**src/rtl/logic_unit_arbiter.sv**
```systemverilog
// Two-requester arbiter that runs a 4-bit AND/XOR operation for the granted
// requester over a configurable number of execute cycles.
//
// state | meaning
// IDLE  | waiting for req0/req1, picks the winner
// GRANT | gnt pulse to the winner, operands latched at end of cycle
// EXEC  | down-counter runs; result registered when it reaches zero
// DONE  | valid pulse to the winner, then back to IDLE
module logic_unit_arbiter #(
  parameter int EXEC_CYCLES = 1,
  parameter int ROUND_ROBIN = 1
) (
  input  logic       clk,
  input  logic       rst_n,
  input  logic       req0,
  input  logic       req1,
  input  logic       op0,
  input  logic       op1,
  input  logic [3:0] a0,
  input  logic [3:0] b0,
  input  logic [3:0] a1,
  input  logic [3:0] b1,
  output logic       gnt0,
  output logic       gnt1,
  output logic [3:0] result,
  output logic       valid0,
  output logic       valid1,
  output logic       busy
);

  typedef enum logic [1:0] {IDLE, GRANT, EXEC, DONE} state_t;

  localparam logic [3:0] CNT_LOAD = 4'(EXEC_CYCLES - 1);

  state_t     state;
  logic [3:0] cnt;
  logic       winner;
  logic       last_served;
  logic       op_q;
  logic [3:0] a_q;
  logic [3:0] b_q;
  logic       pick;

  // On a tie in round-robin mode the requester not served last wins.
  always_comb begin
    pick = ~req0;
    if (ROUND_ROBIN != 0 && req0 && req1) pick = ~last_served;
  end

  always_ff @(posedge clk) begin
    if (!rst_n) begin
      state       <= IDLE;
      cnt         <= 4'd0;
      result      <= 4'd0;
      last_served <= 1'b1;
      winner      <= 1'b0;
      op_q        <= 1'b0;
      a_q         <= 4'd0;
      b_q         <= 4'd0;
      gnt0        <= 1'b0;
      gnt1        <= 1'b0;
      valid0      <= 1'b0;
      valid1      <= 1'b0;
      busy        <= 1'b0;
    end else begin
      case (state)
        IDLE: begin
          if (req0 || req1) begin
            state  <= GRANT;
            winner <= pick;
            gnt0   <= ~pick;
            gnt1   <= pick;
            busy   <= 1'b1;
          end
        end
        GRANT: begin
          state       <= EXEC;
          gnt0        <= 1'b0;
          gnt1        <= 1'b0;
          op_q        <= winner ? op1 : op0;
          a_q         <= winner ? a1 : a0;
          b_q         <= winner ? b1 : b0;
          last_served <= winner;
          cnt         <= CNT_LOAD;
        end
        EXEC: begin
          if (cnt == 4'd0) begin
            state  <= DONE;
            result <= op_q ? (a_q ^ b_q) : (a_q & b_q);
            valid0 <= ~winner;
            valid1 <= winner;
          end else begin
            cnt <= cnt - 4'd1;
          end
        end
        DONE: begin
          state  <= IDLE;
          valid0 <= 1'b0;
          valid1 <= 1'b0;
          busy   <= 1'b0;
        end
        default: state <= IDLE;
      endcase
    end
  end

endmodule

```
**config.mk**
```make
export PLATFORM = sky130hd
export DESIGN_NAME = logic_unit_arbiter
export DESIGN_NICKNAME = d
export VERILOG_FILES = /design/src/rtl/logic_unit_arbiter.sv
export SDC_FILE = /design/constraint.sdc
export NUM_CORES = 1
export LEC_CHECK = 0
export CORE_MARGIN = 5
export CORE_UTILIZATION = 49
export DETAILED_ROUTE_END_ITERATION = 16
export GPL_ROUTABILITY_DRIVEN = 1
export HOLD_SLACK_MARGIN = 0.05
export PLACE_DENSITY = 0.78
export SETUP_SLACK_MARGIN = 0.5
export SLEW_MARGIN = 25
export SYNTH_ARGS = -nofsm -noshare
export SYNTH_HDL_FRONTEND = slang
export SYNTH_SLANG_ARGS = --single-unit
```
**constraint.sdc**
```tcl
create_clock -name clk -period 1.99 [get_ports clk]
set_clock_uncertainty 0.1 [all_clocks]
set_input_delay 0.398 -clock clk [delete_from_list [all_inputs] [get_ports clk]]
set_output_delay 0.398 -clock clk [all_outputs]
set_load 0.02 [all_outputs]
```
==> qor.txt <==
Status: completed
I/O Buffers: 30
Die Y: 62.9 µm
# diodes: 0
Sequential fraction of design power: 41.5%
Die W: 62.9 µm
H-tree levels: 1
Via density: 5.64
Hold Vio Cnt, Final: 0
Top-area cell type share of the netlist area: 38.0%
Clk pwr share: 11.1%
ANT nets after route: 0
Yosys reg bits: 26
Slowest cell delay on critical path: 0.41 ns
Ys Warns: 0
Syn Inst Count: 141
Sequential Area: 527 µm²
Placer Congestion: 0.763
RSZ-0062 raised after global routing: yes
Post-synth cell types: 32
Final design utilization: 66.5%
Comb pwr share: 47.4%
Largest net degree at the start of global routing: 29
TritonCTS buffer count: 3
Slew margin rel.: 76.4%
Max-capacitance violation count: 0
Worst IR Drop VDD: 0.680 mV
Synth area leader: dfxtp_1
Crit path launch type: register
Worst-Margin Slew: 0.354 ns
Power Density: 1100 nW/µm²
Drt pass-1 iters: 4
Initial Util: 50.5%
Root buffer cell: clkbuf_4
Area Growth Syn to Fin: 31.7%
Area contributors post-synth: dfxtp_1, mux2i_1, o211a_1
Clk slew on worst S/H paths: 0.14 ns
DR vias: 1,168
DRC viols: 0
Footprint of the multi-input gates: 850 µm²
Fillers: 217
Hold Slack: 0.376 ns
Antenna violations before repair: 0
Min Clock Period, post-route: 1.51 ns
Total Power: 1.98 mW
Syn_nets: 173
CP Capture Type: register
CTS Buffer Depth: 2
Vias in the first global route: 1,179
Max-slew violations: 0
Place WS: 0.254 ns
Number of I/O pins: 31
Fin cells: 207
Mapped cell area: 1370 µm²
CP arrival: 1.65 ns
Internal Power: 1.22 mW
Drt wl/cell: 14.2 µm
Total core area: 2710 µm²
Sw Ratio: 38.2%
Setup_tns: 0 ns
FMAX: 664 MHz
Total Wirelength: 2950 µm
Post-placement cell count: 195
Row cnt: 19
Critical path class: reg2reg
CTS tree: done
Crit path cell chain: inv_2 -> ha_4 -> or3b_4 -> a21oi_4 -> mux2i_1
Hold Path Class: reg2reg
Leak pwr: 0.807 nW
# clock sinks: 26
Clk Latency, worst-skew pair: 0.31 ns
Mapped Avg Cell Area: 9.71 µm²
NumNets Final: 210
First-pass GRT wire length: 5020 µm
Die ar.: 3950 µm²
Critical path fanouts, max: 4
Critical Path RT: 2.14 ns
Final period util: 75.7%
Final setup viols: 0
Layout cell share with drive strength beyond 1: 22.7%
Area post-placement: 1680 µm²
Post-route cell area: 1800 µm²
Setup WS post-layout: 0.484 ns
Psw: 755 µW
Seq/Total Area, Yosys: 38.0%
GRT Util Overall: 15.4%
Grt total ovfl: 0
Slowest cell on crit path: or3b_4
Dpl hpwl: 2100 µm
Initial drt markers: 66
[registers in the layout (all words and copies together) (netlist names)]
name / count
result: 4
gnt0: 1
busy: 1
last_served: 1
valid1: 1
b_q: 4
state: 2
op_q: 1
cnt: 4
winner: 1
gnt1: 1
valid0: 1
a_q: 4
[synth_stat cells]
library cell,count
dfxtp_1,26
nand2_1,19
mux2i_1,15
o211a_1,13
ha_1,10
a21boi_0,7
inv_1,7
nand3_1,7
clkbuf_1,5
o211ai_1,4
o21ai_0,3
buf_4,2
nand2b_1,2
nand4b_1,2
or3_1,2
a211o_1,1
a21boi_1,1
a21oi_2,1
a32oi_1,1
and4bb_2,1
buf_1,1
buf_2,1
nand3b_1,1
nand4bb_1,1
nor2_1,1
nor2b_1,1
nor3_1,1
nor3b_1,1
nor3b_2,1
o21a_1,1
o31a_1,1
or3b_4,1
[kinds of logic (layout without fill, tap and decap cells)]
family                     after synthesis  in the layout  share of synthesized area (%)
DFF                                     26             26                           38.0
buffers and inverters                   16             50                           5.03
AOI/OAI and AO/OA                       33             33                           20.3
and+or+nand+nor                         41             42                           16.5
adders and majority gates               10             10                           9.14
muxes                                   15             15                           11.0
[placed cells by master (no fill, tap or decap), types with 4 or more instances in the layout]
cell,synthesis,layout
nand3_1,7,7
o211ai_1,4,4
dfxtp_2,0,5
clkdlybuf4s50_1,0,21
a21boi_0,7,6
dfxtp_1,26,21
mux2i_1,15,15
ha_1,10,6
nand2_1,19,19
o211a_1,13,13
clkbuf_2,0,8
buf_4,2,10
[path summary, 6_finish.rpt]
kind,from,endpoint,cells after the start,slack (ns)
hold / removal,valid0,valid0,2,0.38
hold reg to reg,valid0,valid0,2,0.38
setup / recovery,cnt[1],state[1],5,0.48
setup reg to reg,cnt[1],state[1],5,0.48
[power by group through the flow]
stage                     clock network [mW]  registers, mW  logic (mW)
after floorplan                            0          0.832       0.574
after global placement                     0          0.808       0.827
after detailed placement                   0          0.821       0.850
after CTS                              0.226          0.815       0.919
after global routing                   0.253          0.841        1.05
final                                  0.220          0.820       0.938
[layout make-up]
class / instances / share of cell area (%)
inverter: 7 / 1.60
multi-input combinational: 100 / 47.1
tap: 31 / 2.15
clock buffer: 3 / 1.25
sequential: 26 / 29.2
timing repair buffer: 40 / 18.7
[layer usage]
layer | vias up | wire [µm] | GRT usage (%)
li1 | 581 | - | -
met1 | 554 | 1300 | 17.2
met2 | 26 | 1470 | 27.7
met3 | 7 | 123 | 3.24
met4 | 0 | 52 | 6.37
met5 | - | 0 | 0
[critical path: cells and delay by family (launching register included)]
family | cells | cell delay [ns]
simple gates | 1 | 0.41
mux | 1 | 0.21
compound gates | 1 | 0.17
fa+ha+maj | 1 | 0.14
flops | 1 | 0.35
buf+inv | 1 | 0.06
[what timing repair did]
| action | in CTS | in global routing |
|---|---|---|
| gates cloned | 0 | 1 |
| pin swaps | 2 | 2 |
| setup endpoints to repair | 22 | 23 |
| gates resized for setup | 32 | 14 |
| hold buffers | 0 | 0 |
| setup buffers | 6 | 2 |
(Power assumes the default switching activity.)
